$ cat src/rtl/fifo_pkg.sv
// Shared pointer helpers for the async FIFO write and read pointer blocks.
// Latency: none, these are pure combinational functions.
// Backpressure: not applicable.
//
// The functions work on a fixed-width vector. Callers zero-extend their
// pointer into it and cast the result back down to their own width. This is
// valid because Gray<->binary conversion of a zero-extended value leaves the
// upper bits at zero.
package fifo_pkg;

  localparam int PTR_MAX_W = 32;

  // FIFO depth for a given address width.
  function automatic int depth(input int asize);
    return 1 << asize;
  endfunction

  function automatic logic [PTR_MAX_W-1:0] bin2gray(input logic [PTR_MAX_W-1:0] b);
    return (b >> 1) ^ b;
  endfunction

  // Each binary bit is the XOR of all Gray bits at or above it.
  function automatic logic [PTR_MAX_W-1:0] gray2bin(input logic [PTR_MAX_W-1:0] g);
    logic [PTR_MAX_W-1:0] b;
    b[PTR_MAX_W-1] = g[PTR_MAX_W-1];
    for (int i = PTR_MAX_W - 2; i >= 0; i--) begin
      b[i] = b[i+1] ^ g[i];
    end
    return b;
  endfunction

endpackage

$ cat src/rtl/sync_ptr.sv
// Multi-flop synchroniser for a Gray-coded pointer crossing clock domains.
// Latency: STAGES clock cycles from d to q.
// Backpressure: none, it samples every cycle.
//
// Ports: clk/rst_n destination clock and async active-low reset,
//        d pointer from the source domain, q synchronised pointer.
// There is deliberately no logic between the stages.
module sync_ptr #(
  parameter int WIDTH  = 5,
  parameter int STAGES = 2
) (
  input  logic             clk,
  input  logic             rst_n,
  input  logic [WIDTH-1:0] d,
  output logic [WIDTH-1:0] q
);

  logic [WIDTH-1:0] stage [STAGES];

  always_ff @(posedge clk or negedge rst_n) begin
    if (!rst_n) begin
      for (int i = 0; i < STAGES; i++) begin
        stage[i] <= '0;
      end
    end else begin
      stage[0] <= d;
      for (int i = 1; i < STAGES; i++) begin
        stage[i] <= stage[i-1];
      end
    end
  end

  assign q = stage[STAGES-1];

endmodule

$ cat src/rtl/wptr_full_prog.sv
// Write-side pointer and status block for the async FIFO: address, Gray pointer, level, full/almost-full/overflow.
// Latency: waddr is valid in the winc cycle; status registers one wclk edge after a write, and reads show up SYNC_STAGES+1 edges late.
// Backpressure: wfull blocks writes; a write attempted while full is dropped and sets the sticky woverflow.
//
// Ports:
//   wclk, wrst_n     write clock, async active-low reset
//   winc             write request (accepted only when wfull is low)
//   rptr             Gray read pointer from the read clock domain
//   afull_thresh     almost-full level threshold, quasi-static
//   ovf_clr          clears woverflow (a simultaneous overflow wins)
//   waddr            binary memory write address
//   wptr             registered Gray write pointer to the read domain
//   wfull            FIFO full
//   walmost_full     level >= afull_thresh
//   wlevel           conservative fill level, 0..2**ASIZE
//   woverflow        sticky write-while-full flag
module wptr_full_prog
  import fifo_pkg::*;
#(
  parameter int ASIZE       = 4,
  parameter int SYNC_STAGES = 2
) (
  input  logic             wclk,
  input  logic             wrst_n,
  input  logic             winc,
  input  logic [ASIZE:0]   rptr,
  input  logic [ASIZE:0]   afull_thresh,
  input  logic             ovf_clr,
  output logic [ASIZE-1:0] waddr,
  output logic [ASIZE:0]   wptr,
  output logic             wfull,
  output logic             walmost_full,
  output logic [ASIZE:0]   wlevel,
  output logic             woverflow
);

  localparam int             DEPTH   = depth(ASIZE);
  localparam logic [ASIZE:0] DEPTH_V = (ASIZE+1)'(DEPTH);

  logic [ASIZE:0] wbin;
  logic [ASIZE:0] wbinnext;
  logic [ASIZE:0] wgraynext;
  logic [ASIZE:0] wq_rptr;
  logic [ASIZE:0] wq_rbin;
  logic [ASIZE:0] level_next;
  logic           we;
  logic           full_next;
  logic           afull_next;

  sync_ptr #(
    .WIDTH  (ASIZE + 1),
    .STAGES (SYNC_STAGES)
  ) u_sync_r2w (
    .clk   (wclk),
    .rst_n (wrst_n),
    .d     (rptr),
    .q     (wq_rptr)
  );

  assign we        = winc & ~wfull;
  assign wbinnext  = wbin + (ASIZE+1)'(we);
  assign wgraynext = (ASIZE+1)'(bin2gray(PTR_MAX_W'(wbinnext)));
  assign wq_rbin   = (ASIZE+1)'(gray2bin(PTR_MAX_W'(wq_rptr)));

  // Modulo subtraction stays correct across the pointer wrap because the
  // true occupancy never exceeds DEPTH, which fits in ASIZE+1 bits.
  assign level_next = wbinnext - wq_rbin;

  // Full when the next write pointer has lapped the synchronised read
  // pointer once: top two Gray bits inverted, the rest equal.
  assign full_next  = (wgraynext == {~wq_rptr[ASIZE:ASIZE-1], wq_rptr[ASIZE-2:0]});
  assign afull_next = (level_next >= afull_thresh);

  assign waddr = wbin[ASIZE-1:0];

  always_ff @(posedge wclk or negedge wrst_n) begin
    if (!wrst_n) begin
      wbin         <= '0;
      wptr         <= '0;
      wlevel       <= '0;
      wfull        <= 1'b0;
      walmost_full <= 1'b0;
      woverflow    <= 1'b0;
    end else begin
      wbin         <= wbinnext;
      wptr         <= wgraynext;
      wlevel       <= level_next;
      wfull        <= full_next;
      walmost_full <= afull_next;
      // A new overflow takes priority over a clear in the same cycle.
      if (winc && wfull) begin
        woverflow <= 1'b1;
      end else if (ovf_clr) begin
        woverflow <= 1'b0;
      end
    end
  end

  // The Gray full compare and the level arithmetic must always agree.
  a_full_matches_level: assert property (
    @(posedge wclk) disable iff (!wrst_n) full_next == (level_next == DEPTH_V)
  );

endmodule

$ cat config.mk
export PLATFORM = sky130hd
export DESIGN_NAME = wptr_full_prog
export DESIGN_NICKNAME = d
export VERILOG_FILES = /design/src/rtl/fifo_pkg.sv /design/src/rtl/sync_ptr.sv /design/src/rtl/wptr_full_prog.sv
export SDC_FILE = /design/constraint.sdc
export NUM_CORES = 1
export LEC_CHECK = 0
export ABC_AREA = 1
export BUFFER_PORTS_ARGS = -buffer_cell sky130_fd_sc_hd__buf_4
export CAP_MARGIN = 20
export CORE_MARGIN = 5
export CORE_UTILIZATION = 55
export CTS_BUF_LIST = sky130_fd_sc_hd__clkbuf_2 sky130_fd_sc_hd__clkbuf_4 sky130_fd_sc_hd__clkbuf_8
export DETAILED_ROUTE_END_ITERATION = 10
export PLACE_DENSITY = 0.92
export SLEW_MARGIN = 20
export SYNTH_ARGS = -nofsm -noshare
export SYNTH_HDL_FRONTEND = slang
export SYNTH_SLANG_ARGS = --single-unit
$ cat constraint.sdc
create_clock -name wclk -period 3.23 [get_ports wclk]
set_input_delay 0.323 -clock wclk [delete_from_list [all_inputs] [get_ports wclk]]
set_output_delay 0.323 -clock wclk [all_outputs]
set_load 0.02 [all_outputs]
Yosys cells after proc, flatten, opt, wreduce, memory -nomap -nowiden:

Index checks and enable logic that the tools add are counted.

* flip-flop bits (word level): 28
* bits in latches: 0
* RAM bits: 0
* bits in read-only memories: 0
* input port bits: 14
* output and inout port bits: 17
* word-level logic and storage cells: 24
* memories kept: 0

* $add $sub $neg: 2
* multipliers: 0
* divide/modulo/power cells: 0
* magnitude comparators: 1
* equal/unequal tests: 1
* shift operators: 0
* multiplexer cells: 2
* bitwise logic cells: 8
* reduce and logical (&&, ||, !) cells: 2

Operators with widths (count)
* 5-bit by 1-bit adder with 5-bit output: 1
* 5-bit equality test: 1
* 5-bit >= comparator: 1
* 5-bit subtractor: 1
* 4-bit by 5-bit XOR with 5-bit output: 1
* 1-bit XOR: 4
* 1-bit 2-to-1 mux: 2
* 2-bit inverter: 1
* 2-bit nonzero test: 1
* 1-bit AND: 1
* 1-bit logical AND: 1
* 1-bit inverter: 1

Depth between registers and ports, before layout:

Gate-level depths: netlist (run 1).

* depth in word-level cells: 6
* depth in mapped cells: 16
* gate-level depth less buffers: 16

Modules after synthesis:

Synthesis (run 1) repeated with hierarchy kept, for this count alone.

* cell total of the unflattened synthesis: 147
* area, all modules: 1360.1 um^2

Modules (own cells, without submodules)
* wptr_full_prog: times used 1, cells each 132, area an instance 1072.3 um^2, sequential area each 425.4 um^2
* sync_ptr: times used 1, cells each 15, area an instance 287.8 um^2, sequential area each 250.2 um^2

Least setup slack after synthesis (run 1):

No wires, ideal clock.

* kind: register to register
* from: register wfull
* to: register walmost_full
* setup time: 0.146 ns
* arrival: 2.628 ns
* required time: 3.084 ns
* slack: 0.456 ns
* stages on the path, launching flop included: 12
* path buffers: 0
* clock period less this slack: 2.774 ns
* cells stage by stage: dfrtp_1 nor2_1 ha_1 ha_1 inv_1 fa_1 o21ai_0 xor2_1 ha_1 a21oi_1 o21a_1 o311ai_0

* cells in the longest elaborated chain, start to end: 5

Ends and longest elaborated chain
* start: declaration: RTL line wptr_full_prog.sv:31 `output logic wfull,`
* start signal: assignment: RTL line wptr_full_prog.sv:88 `wfull <= full_next;`
* 1-bit inverter: RTL line wptr_full_prog.sv:60 `assign we = winc & ~wfull;`
* 1-bit AND: RTL line wptr_full_prog.sv:60
* 5-bit by 1-bit adder with 5-bit output: RTL line wptr_full_prog.sv:61 `assign wbinnext = wbin + (ASIZE+1)'(we);`
* net wbinnext[1]: RTL line wptr_full_prog.sv:41 `logic [ASIZE:0] wbinnext;`
* 5-bit subtractor: RTL line wptr_full_prog.sv:67 `assign level_next = wbinnext - wq_rbin;`
* net level_next[4]: RTL line wptr_full_prog.sv:45 `logic [ASIZE:0] level_next;`
* 5-bit >= comparator: RTL line wptr_full_prog.sv:72 `assign afull_next = (level_next >= afull_thresh);`
* net afull_next: RTL line wptr_full_prog.sv:48 `logic afull_next;`
* end signal: assignment: RTL line wptr_full_prog.sv:89 `walmost_full <= afull_next;`
* end: declaration: RTL line wptr_full_prog.sv:32 `output logic walmost_full,`

The timed path passes the listed nets, and every way through them passes these cells.
A chain may end at the register's enable or synchronous reset.

Worst setup path after layout (run 1):

* from: register u_sync_r2w.stage (netlist bit u_sync_r2w.q[4])
* to: register walmost_full

* cells in the longest elaborated chain, start to end: 6

Ends and longest elaborated chain
* start: declaration: RTL line sync_ptr.sv:18 `logic [WIDTH-1:0] stage [STAGES];`
* start signal: indexed assignment: RTL line sync_ptr.sv:28 `stage[i] <= stage[i-1];`
* 1-bit XOR (4 in a row): RTL line fifo_pkg.sv:27 `b[i] = b[i+1] ^ g[i];`
* 5-bit subtractor (*): RTL line wptr_full_prog.sv:67
* net level_next[4]: RTL line wptr_full_prog.sv:45
* 5-bit >= comparator (*): RTL line wptr_full_prog.sv:72
* net afull_next: RTL line wptr_full_prog.sv:48

Mark *: on every way through the listed nets, which the timed path passes. The rest lies on a longest branch.

==> summary by stage, run 1 <==
Outcome
The flow ran to the end, and the final reports show no timing, DRC or antenna violations.

Placed design
Once detailed placement completed, the half-perimeter wirelength came to 2170 µm. During placement, the flow inserted port buffers numbering 30. The placed instances occupy a cell area of around 0.0016 mm². The final weighted congestion in routability-driven placement is between 0.9 and 1.

Synthesis
The post-synth design cell area is 0.00132 mm². Of all cell types, the one taking the most synthesized area is sky130_fd_sc_hd__dfrtp_1. In the synthesized netlist the dominant register cell turns out to be sky130_fd_sc_hd__dfrtp_1. The sequential area share after synthesis is between 50% and 60%. The mean post-synth cell area is 9.31 µm².

The most frequent cell after synthesis is sky130_fd_sc_hd__nand2_1. Sorting the synthesized cells by how often they occur yields 39 x sky130_fd_sc_hd__nand2_1, 27 x sky130_fd_sc_hd__dfrtp_1, 22 x sky130_fd_sc_hd__inv_1. Yosys attributes the largest share of cell area to sky130_fd_sc_hd__dfrtp_1 51%, sky130_fd_sc_hd__nand2_1 11%, sky130_fd_sc_hd__ha_1 10%. In this run the biggest area consumer among cell types represents between 50 and 60% of the synthesized area. In this run, synthesis inferred 0 flip-flops with an integrated enable.

The number of storage elements in the synthesis netlist is 27. Yosys printed 0 warnings. The synthesized netlist cell count is 142. The post-synth net total is 168. The fraction of registers with async set or reset after synthesis is 100%. The netlist uses 19 different library cells.

Pwr
The cell-internal power is 0.952 mW. In this run switching power makes up 46.4% of total power. In this run the power spent charging and discharging nets is between 0.8 and 0.9 mW. VDD sags by at most 0.000641 V.

The cell leakage power is 0.909 nW. The share of total power dissipated in combinational logic is 62.2%. Overall power consumption after layout is estimated at 1.77 mW.

The clock network fraction of design power is 7.8%. Power spread over the standard cell area amounts to 1080 mW/mm². The share of total power in sequential cells is 30.0%.

Hold path
The worst min-delay path class is in2reg. The startpoint of the worst hold path is rptr[2].

Drt
The number of nets with antenna violations after detailed routing is 0. The routed wire length per instance is 12.9 µm. The via count is 1,065. The via-per-instance ratio is 5.17. The initial DRC count is 51. The detailed-route DRC error count is 0.

For this run, the detailed router's first-pass iteration total came to 4. After detailed routing, the total wire length is 2660 µm.

Clock tree
The master cell of the clock root buffer is sky130_fd_sc_hd__clkbuf_4. The clock-pin slew on the worst setup and hold paths is 0.14 ns. The H-tree depth is 1.

The maximum buffer depth of the clock tree is 2. The count of clock tree sinks is 27. The number of clock buffers inserted by TritonCTS is 3. The worst-skew pair later-pin latency is 0.31 ns. The CTS tree is done.

Floorplan
The count of pins on the block boundary is 31. For this configuration, the core starts out at a cell density of 58.7%. In this run the standard cell core region covers 0.00225 mm². The die height is 59.0 µm. The number of standard-cell rows in the floorplan is 17. The floorplan step defined a die boundary enclosing 0.00349 mm². The die is 59.0 µm wide.

Worst setup path
The element type at the critical path end is a flop. The critical path goes through xnor2_2 -> nand2b_4 -> nand2_2 -> nand2_2 -> nand3_1 -> nand2_1 -> inv_1 -> ha_1 -> fa_1 -> o21ai_1 -> xor2_1 -> ha_1 -> a21oi_1 -> o21a_1 -> o311ai_1. By startpoint and endpoint, the worst setup path is classified as reg2reg. The worst endpoint data arrival time is 3.21 ns. The worst setup path startpoint is u_sync_r2w.q[4]. The data required time of the worst path is 3.44 ns.

The worst setup path is launched from a flop. The top fanout value on the critical path is 3. The worst-path cell with the longest stage delay is sky130_fd_sc_hd__dfrtp_1. The largest single stage delay on the critical path is roughly 0.43 ns. The startpoint identified for the worst register-to-register timing path is u_sync_r2w.q[4].

Cells and area
The diode insertion count for antenna repair is 0. The total of fill cells in the finished design is 153. After routing the design area is around 0.0016 mm².

Cells with a size suffix above 1 make up a little over a quarter of the layout. The signed area change from the synthesized netlist to the final layout is 24.1%. The final layout contains 205 nets.

Job
The tool flagged a number of max-cap violations equal to 0.

STA
The total negative setup slack is 0 ns. The maximum clock rate is 0.333 GHz. The relative slew slack is 76.7%. For the finished layout, the period the worst path requires is 3.01 ns. The worst clock skew is 0.00384 ns. The count of pins over their slew limit is 0. The final number of setup-violating endpoints is 0. In the finished design, the share of the clock period the worst path needs comes to 93.0%. For the pin with the worst max-slew slack, the measured transition is 0.349 ns.

The final number of hold-violating endpoints is 0. Setup repair after global routing left no endpoint under its margin.

Global routing
The first global-routing pass estimated 4510 µm of wire. For met2 alone, demand over resource in global routing was 32.2%. In the global route stage, overall resource usage came out at 16.9%. The met1 demand-to-capacity share in global routing is 19.0%. The via count of the first global-routing pass is 1,049.

The routing layer with the top usage in global route is met2. The maximum number of pins on one net before global-route repair is 28. The aggregate global routing overflow is 0. The initial antenna violation count came to 0. The global routing usage on met3 is 3.70%.
==> area by class of cell <==
type	instances	area (µm²)	share of cell area [%]
Multi-Input combinational cell	91	567	34.5
Clock inverter	1	5.00	0.305
Timing Repair Buffer	33	250	15.2
Inverter	23	86.3	5.26
Clock buffer	3	22.5	1.37
Tap cell	28	35.0	2.13
Sequential cell	27	676	41.2
==> power groups by stage <==
| stage | clock (mW) | combinational, mW | sequential [mW] |
|---|---|---|---|
| finish | 0.139 | 1.10 | 0.533 |
| global placement | 0 | 0.996 | 0.533 |
| detailed placement | 0 | 1.06 | 0.540 |
| global route | 0.156 | 1.23 | 0.550 |
| CTS | 0.144 | 1.07 | 0.532 |
| floorplan | 0 | 0.604 | 0.645 |
==> registers in the layout (all words and copies together) (netlist names) <==
register,count
walmost_full,1
wbin,5
u_sync_r2w.q,5
wfull,1
wlevel,5
wptr,4
u_sync_r2w.stage,5
woverflow,1
==> final timing paths <==
kind                                            end  depth (start not counted)  slack (ns)
worst min register to register      u_sync_r2w.q[1]                          0        0.37
worst max-delay path                   walmost_full                         15        0.22
min in group asynchronous       u_sync_r2w.stage[7]                          2        0.42
worst min-delay path            u_sync_r2w.stage[7]                          1         0.1
worst max register to register         walmost_full                         15        0.22
max in group asynchronous                   wptr[1]                          2        2.56
==> through the flow <==
step | util [%] | hold WS, ns | setup WS [ns] | cells
5_1_grt | 72.8 | 0.0777 | 0.0409 | 206
6_report | 72.8 | 0.0999 | 0.225 | 206
2_1_floorplan | - | 0.0274 | 0.456 | 142
4_1_cts | 71.4 | 0.0891 | 0.0486 | 204
3_3_place_gp | 69.7 | 0.246 | 0.293 | 199
3_5_place_dp | 69.7 | 0.245 | 0.0760 | 199
==> layout by cell type (no fill, tap or decap), types with 2 or more instances in the layout <==
cell type                   n
sky130_fd_sc_hd__ha_1      10
sky130_fd_sc_hd__o21ai_0    2
sky130_fd_sc_hd__nor2_1     3
sky130_fd_sc_hd__buf_4     32
sky130_fd_sc_hd__nand4_1    5
sky130_fd_sc_hd__clkbuf_4   3
sky130_fd_sc_hd__nand2_2    5
sky130_fd_sc_hd__inv_1     22
sky130_fd_sc_hd__nand3_1   10
sky130_fd_sc_hd__nand2_1   39
sky130_fd_sc_hd__nand3_2    2
sky130_fd_sc_hd__dfrtp_1   27
sky130_fd_sc_hd__xor2_1     3
sky130_fd_sc_hd__a21oi_1    4
==> routing by layer <==
metal / vias to the layer above / wire, µm / share of wire, %
met5: - / 0 / 0
met4: 0 / 43 / 1.6
met3: 6 / 155 / 5.8
met2: 39 / 1440 / 54
met1: 497 / 1030 / 39
li1: 523 / - / -
==> logic make-up after synthesis <==
| logic type | Yosys count | share of synthesized area, % |
|---|---|---|
| AO/OA/AOI/OAI | 9 | 3.88 |
| buffers and inverters | 24 | 7.38 |
| adder cells (fa/ha/maj) | 12 | 11.9 |
| XOR/XNOR | 5 | 3.31 |
| flip-flops | 27 | 51.1 |
| AND/OR/NAND/NOR | 65 | 22.4 |
==> what timing repair did <==
item / CTS / global route
resized for setup: 0 / 5
endpoints found under the setup margin: 0 / 1
hold endpoints to repair: 27 / 0
setup buffers: 0 / 2
hold buffers: 1 / 0
==> critical path, delay by kind of cell, from the launching register on <==
family	cells	cell delay (ns)
AND/OR/NAND/NOR	5	0.46
flip-flops	1	0.43
adder cells (fa/ha/maj)	3	0.93
AO/OA/AOI/OAI	4	0.59
XOR/XNOR	2	0.46
buffers and inverters	1	0.04
(Power assumes the default switching activity.)
==> run 2, diff against run 1 <==
- CORE_UTILIZATION: 55 -> 59
- PLACE_DENSITY: 0.92 -> 0.95
- clock period: 3.23 -> 3.7 ns (I/O delays scaled with it)
==> run 2 against run 1 <==
Effect of this change: routed wire length fell by 0.38%; first-iteration DRC count fell by 43%; largest cell class unchanged; combinational power fell by 17%; largest power group unchanged; clock-buffer cell count did not move; critical path depth did not move.
==> summary by stage, run 2 (synthesis gave the netlist of run 1 again) <==
Outcome
The run finished with clean final reports.

Floorplan
The count of pins on the block boundary came to 31 (unchanged). The full die area is 0.00329 mm² (-5.6%). The number of standard-cell rows in the floorplan is 17 (unchanged). The initial cell density of the core is 61.0% (+2.3 points). The die height is 57.3 µm (-2.9%). The core outline area is 0.00217 mm² (-3.8%). The die boundary width came to 57.3 µm (-2.9%).

Cells and area
The signed area change from the synthesized netlist to the final layout is 21.9%. The final instance count without filler cells is 204 (-0.97%). The share of layout cells above drive strength 1 is 23.9% (-2.5 points). In the layout the commonest cells are 39 x sky130_fd_sc_hd__nand2_1, 30 x sky130_fd_sc_hd__buf_4, 27 x sky130_fd_sc_hd__dfrtp_1.

The number of nets in the layout is 203 (-0.98%). Leaving out fill and tap cells, the most frequent cell in the layout is sky130_fd_sc_hd__nand2_1. The diode insertion count for antenna repair is 0 (unchanged).

STA
The count of pins over their slew limit is 0 (unchanged). Setup repair after global routing left no endpoint under its margin. The worst setup margin is 0.501 ns (+0.276 ns).

The portion of the clock cycle consumed by the worst path in the final layout is 86.5% (-6.6 points). The clock period minus worst slack came to 3.20 ns (+0.194 ns). The worst clock skew came to 0.00605 ns (+0.00221 ns). The final number of setup-violating endpoints came to 0 (unchanged).

The final number of hold-violating endpoints is 0 (unchanged). The maximum clock rate is 0.313 GHz (-6.1%). The relative slew slack is 75.7% (-0.96 points). The transition time of the tightest slew-check pin was 0.364 ns (+0.0144 ns).

The total negative setup slack is 0 ns (unchanged).

Clock tree
The number of clock buffers inserted by TritonCTS is 3 (unchanged). The worst-skew pair later-pin latency is 0.33 ns (+0.02 ns). The count of clock tree sinks was 27 (unchanged). The number of setup buffers added after CTS is 0 (unchanged). TritonCTS built the clock tree.

The clock-pin slew on the worst setup and hold paths came to 0.15 ns (about the same). The maximum buffer depth of the clock tree came to 2 (unchanged). The master cell of the clock root buffer is sky130_fd_sc_hd__clkbuf_4.

The H-tree depth is 1 (unchanged).

Worst setup path
The internal reg-to-reg setup slack is 0.50 ns (+0.28 ns). The worst setup path is launched from a flop. The worst-path cell with the longest stage delay is sky130_fd_sc_hd__dfrtp_1. The top fanout value on the critical path is 3 (unchanged).

The startpoint of the worst-slack reg-to-reg timing path is u_sync_r2w.q[4]. The delay of the slowest cell on the worst path was 0.43 ns (about the same). The worst setup path is captured at a flop. The worst setup path startpoint is u_sync_r2w.q[4]. The type of the worst setup path is reg2reg. The endpoint of the lowest-slack register-to-register path is walmost_full. The last element of the critical path is walmost_full.

The worst endpoint data arrival time is 3.40 ns (+0.19 ns). The cell depth of the worst flop-to-flop path came to 15 (unchanged). The critical path goes through xnor2_1 -> nand2b_1 -> nand2_2 -> nand2_2 -> nand3_1 -> nand2_1 -> inv_1 -> ha_1 -> fa_1 -> o21ai_0 -> xor2_1 -> ha_1 -> a21oi_1 -> o21a_1 -> o311ai_0. The data required time of the worst path was 3.91 ns (+0.47 ns).

Drt
The via count is 1,048 (-1.6%). The total iterations of the first detailed-routing run is 4 (unchanged). The detailed-route DRC error count is 0 (unchanged). The routed wire length is 2650 µm (-0.38%). The initial DRC count is 29 (-43%). The via-per-instance ratio came to 5.14 (-0.63%). The number of nets with antenna violations after detailed routing is 0 (unchanged). The routed wire length per instance is 13.0 µm (+0.60%).

Global routing
The initial antenna violation count is 0 (unchanged). The via count of the first global-routing pass came to 1,096 (+4.5%). The maximum number of pins on one net before global-route repair is 28 (unchanged). The global-route wire length before repair is 4510 µm (unchanged).

The combined global-route utilization of all metal layers is 17.6% (+0.68 points). The aggregate global routing overflow is 0 (unchanged).

Pwr
The cell leakage power is 0.886 nW (-2.6%). The total power density per cell area came to 937 mW/mm² (-13%). The total power is 1.51 mW (-15%). The worst ir drop on vdd is 0.000576 V (-10%).

Placed design
The pre-CTS setup slack is 0.606 ns (+0.530 ns). The post-detailed-placement half-perimeter wirelength is 2140 µm (-1.4%). The count of port buffers added during placement is 30 (unchanged).

The final weighted congestion in routability-driven placement is 0.856 (-7.4%). The number of cells in the design after placement came to 199 (unchanged).

Hold path
The worst min-delay path class is in2reg.

Job
The max-capacitance violation count is 0 (unchanged).
## run 2: cell types whose count changed in the layout (fill, tap and decap cells not counted), sizes merged
cell / before / now
clkinv: 1 / 0
clkinvlp: 0 / 1
buf: 32 / 30
## run 2: routing by layer
metal  share of wire (%)  GRT usage (%)  routed length [µm]  vias to the layer above
met4                 1.9           5.96                  51                        0
met5                   0              0                   0                        -
met3                 5.2           4.07                 139                        7
met2                  53           31.9                1410                       30
li1                    -              -                   -                      517
met1                  40           20.1                1060                      494
## run 2: worst min-delay path by stage
stage               startpoint                   to  slack [ns]  cells after the start
finish                 rptr[0]  u_sync_r2w.stage[5]        0.13                      1
global route           rptr[4]  u_sync_r2w.stage[9]        0.11                      1
CTS                    rptr[0]  u_sync_r2w.stage[5]        0.13                      1
detailed placement      wrst_n              wbin[4]        0.30                      1
global placement        wrst_n              wptr[2]        0.29                      1
floorplan               wrst_n      u_sync_r2w.q[0]        0.07                      0
## run 2: final cells by class
class	instances	area, µm²
clock buffer	3	22.5
timing repair buffer	31	235
fill	148	558
tap	28	35.0
clock inverter	1	7.51
inverter	23	86.3
sequential	27	676
multi-input combinational	91	549
## run 2: per-stage QoR
stage | area (µm²) | utilization [%] | hold slack [ns]
2_1_floorplan | 1320 | - | 0.0744
3_3_place_gp | 1570 | 72.4 | 0.288
3_5_place_dp | 1570 | 72.4 | 0.296
4_1_cts | 1610 | 74.3 | 0.134
5_1_grt | 1610 | 74.3 | 0.109
6_report | 1610 | 74.3 | 0.134
## run 2: power breakdown
part | leakage, nW | internal (mW) | switching, mW
clock | 0.0139 | 0.0414 | 0.0889
sequential | 0.322 | 0.397 | 0.0659
combinational | 0.550 | 0.364 | 0.552
## run 2: worst max-delay path, delay by kind of cell, from the launching register on
kind / cells / cell delay (ns)
AO/OA/AOI/OAI: 4 / 0.65
XOR/XNOR: 2 / 0.52
adder cells (fa/ha/maj): 3 / 0.91
buffers and inverters: 1 / 0.04
flip-flops: 1 / 0.43
AND/OR/NAND/NOR: 5 / 0.52
## run 2: what timing repair did
item                                   4_1_cts  5_1_grt
hold buffers                                 1        0
gates resized for setup                      0        0
endpoints found under the hold margin       27        0
==> run 3, diff against run 2 <==
- REMOVE_ABC_BUFFERS: unset -> 1
==> run 3 against run 2 <==
Effect of this change: clock skew about the same; worst hold slack better by 0.015 ns; routed wire length shrank 2.7%; critical path depth is the same; global-route usage down 0.29 points; power grew 0.12%; sequential power hardly changed; first-iteration DRC count fell by 55%; design area unchanged; via count down 0.38%; largest power group unchanged; highest routed layer unchanged; clock-buffer cell count rose by 1; largest cell class unchanged; register-to-register slack better by 0.06 ns.
==> summary by stage, run 3 (synthesis gave the netlist of run 1 again) <==
Outcome
The flow ran to the end, and the final reports show no timing, DRC or antenna violations.

Global routing
The combined global-route utilization of all metal layers is 17.3% (-0.29 points). The initial antenna violation count is 0 (unchanged). The via count of the first global-routing pass was 1,075 (-1.9%).

The maximum number of pins on one net before global-route repair is 28 (unchanged). The global-route wire length before repair is 4430 µm (-1.8%). The aggregate global routing overflow is 0 (unchanged).

Worst setup path
In this run the critical register-to-register path is captured at walmost_full. The cell depth of the worst flop-to-flop path was 15 (unchanged). The top fanout value on the critical path came to 3 (unchanged). The worst setup path is launched from a flop. The startpoint of the worst-slack reg-to-reg timing path is u_sync_r2w.q[4]. The worst endpoint data arrival time came to 3.33 ns (-0.07 ns). The internal reg-to-reg setup slack came to 0.56 ns (+0.06 ns).

The type of the worst setup path is reg2reg. The element type at the critical path end is a flop. The data required time of the worst path is 3.89 ns (-0.02 ns).

Floorplan
The count of pins on the block boundary is 31 (unchanged). The full die area is 0.00329 mm² (unchanged). The number of standard-cell rows in the floorplan was 17 (unchanged). The die height is 57.3 µm (unchanged).

The initial cell density of the core is 61.0% (unchanged). The die boundary width is 57.3 µm (unchanged). The core outline area is 0.00217 mm² (unchanged).

Placed design
The count of port buffers added during placement is 30 (unchanged). The post-detailed-placement half-perimeter wirelength is 2020 µm (-5.9%). The final weighted congestion in routability-driven placement is 0.846 (-1.2%). The pre-CTS setup slack is 0.607 ns (+0.000861 ns). The number of cells in the design after placement is 199 (unchanged).

Pwr
The share of total power in sequential cells is 30.5% (about the same). The total power density per cell area is 938 mW/mm² (+0.12%). The total power is 1.51 mW (+0.12%). The fraction of power spent switching nets is 46.1% (-0.70 points).

The cell leakage power is 0.890 nW (+0.50%). The combinational group share of total power is 61.1% (+0.4 points). The switching power is 0.697 mW (-1.4%). The worst ir drop on vdd is 0.000647 V (+12%). The cell-internal power came to 0.814 mW (+1.4%). The clock network fraction of design power came to 8.4% (-0.2 points).

Clock tree
The H-tree depth is 1 (unchanged). The maximum buffer depth of the clock tree was 2 (unchanged). The count of clock tree sinks is 27 (unchanged).

In this run the clock root is driven by a sky130_fd_sc_hd__clkbuf_4. The worst-skew pair later-pin latency was 0.31 ns (-0.02 ns). The CTS tree is done. The number of clock buffers inserted by TritonCTS is 3 (unchanged).

The number of gates resized after CTS came to 0 (unchanged). The clock-pin slew on the worst setup and hold paths was 0.13 ns (-0.02 ns). The number of setup buffers added after CTS came to 0 (unchanged).

Cells and area
The diode insertion count for antenna repair came to 0 (unchanged). The signed area change from the synthesized netlist to the final layout came to 21.9% (unchanged). The register area is 676 µm² (unchanged). The final instance count without filler cells is 204 (unchanged). The total of fill cells in the finished design came to 158 (+6.8%). The number of nets in the layout is 203 (unchanged).

The library cells used most frequently in the layout, excluding fill and tap cells, are 39 x sky130_fd_sc_hd__nand2_1, 30 x sky130_fd_sc_hd__buf_4, 27 x sky130_fd_sc_hd__dfrtp_1. The share of layout cells above drive strength 1 is 23.9% (unchanged). The most common cell after layout, fill and taps aside is sky130_fd_sc_hd__nand2_1. The multi-input combinational cell area is 549 µm² (unchanged).

STA
The portion of the clock cycle consumed by the worst path in the final layout was 84.8% (-1.7 points). The transition time of the tightest slew-check pin came to 0.341 ns (-0.0225 ns). The worst hold margin was 0.149 ns (+0.0155 ns). The final number of hold-violating endpoints is 0 (unchanged).

The count of pins over their slew limit was 0 (unchanged). Setup repair after global routing left no endpoint under its margin. The worst clock skew is 0.00592 ns (-0.000134 ns).

The maximum clock rate is 0.319 GHz (+2.0%). The final number of setup-violating endpoints is 0 (unchanged). The relative slew slack came to 77.2% (+1.5 points). The worst setup margin is 0.563 ns (+0.0622 ns).

The total negative setup slack is 0 ns (unchanged). The clock period minus worst slack is 3.14 ns (-0.0622 ns).

Drt
The initial DRC count is 13 (-55%). The detailed-route DRC error count was 0 (unchanged). The via count is 1,044 (-0.38%). The routed wire length is 2580 µm (-2.7%).

The via-per-instance ratio was 5.12 (-0.38%). The routed wire length per instance came to 12.7 µm (-2.7%). The total iterations of the first detailed-routing run came to 5 (+1).

The number of nets with antenna violations after detailed routing is 0 (unchanged).

Hold path
The instance count along the most critical hold path is 1 (unchanged). The worst min-delay path class is in2reg. In this run the most critical hold path is launched from rptr[0]. The path with the worst hold slack has its endpoint at u_sync_r2w.stage[5].

Job
The max-capacitance violation count is 0 (unchanged).
-- run 3: worst max-delay path: stages (launching register included) --
cell,delay (ns)
sky130_fd_sc_hd__dfrtp_1,0.43
sky130_fd_sc_hd__xnor2_1,0.27
sky130_fd_sc_hd__nand2b_1,0.22
sky130_fd_sc_hd__nand2_2,0.11
sky130_fd_sc_hd__nand2_2,0.08
sky130_fd_sc_hd__nand3_1,0.06
sky130_fd_sc_hd__nand2_1,0.06
sky130_fd_sc_hd__inv_1,0.04
sky130_fd_sc_hd__ha_1,0.21
sky130_fd_sc_hd__fa_1,0.42
sky130_fd_sc_hd__o21ai_0,0.23
sky130_fd_sc_hd__xor2_1,0.21
sky130_fd_sc_hd__ha_1,0.28
sky130_fd_sc_hd__a21oi_1,0.16
sky130_fd_sc_hd__o21a_1,0.13
sky130_fd_sc_hd__o311ai_0,0.12
-- run 3: worst max path at each step --
stage | from | endpoint | slack, ns | cells past startpoint
after floorplan | wfull | walmost_full | 0.93 | 14
after global placement | winc | walmost_full | 0.78 | 13
after detailed placement | u_sync_r2w.q[4] | walmost_full | 0.61 | 15
after CTS | u_sync_r2w.q[4] | walmost_full | 0.56 | 15
after global routing | u_sync_r2w.q[4] | walmost_full | 0.31 | 15
final | u_sync_r2w.q[4] | walmost_full | 0.56 | 15
-- run 3: stage by stage --
stage / area (µm²) / util (%)
after floorplan: 1310 / -
after global placement: 1570 / 72.4
after detailed placement: 1570 / 72.4
after CTS: 1610 / 74.3
after global routing: 1610 / 74.3
final: 1610 / 74.3
-- run 3: cell type report --
type | instances | area share [%]
Sequential cell | 27 | 41.9
Multi-Input combinational cell | 91 | 34.1
Timing Repair Buffer | 31 | 14.6
Inverter | 23 | 5.36
Tap cell | 28 | 2.17
Clock buffer | 4 | 1.86
-- run 3: power by group through the flow --
stage | registers (mW) | logic [mW] | clock network, mW
floorplan | 0.573 | 0.506 | 0
global placement | 0.464 | 0.864 | 0
detailed placement | 0.469 | 0.912 | 0
CTS | 0.463 | 0.926 | 0.131
global route | 0.473 | 1.04 | 0.148
finish | 0.461 | 0.923 | 0.127
-- run 3: what timing repair did --
action	4_1_cts	5_1_grt
hold buffers	1	0
endpoints found under the setup margin	0	0
endpoints found under the hold margin	27	0
-- run 3: metal layers --
layer	up-vias	part of all wire, %	global-route usage (%)
met4	0	1.6	6.95
met3	6	4.6	2.94
met1	486	39	19.1
li1	518	-	-
met5	-	0	0
met2	34	55	32.4
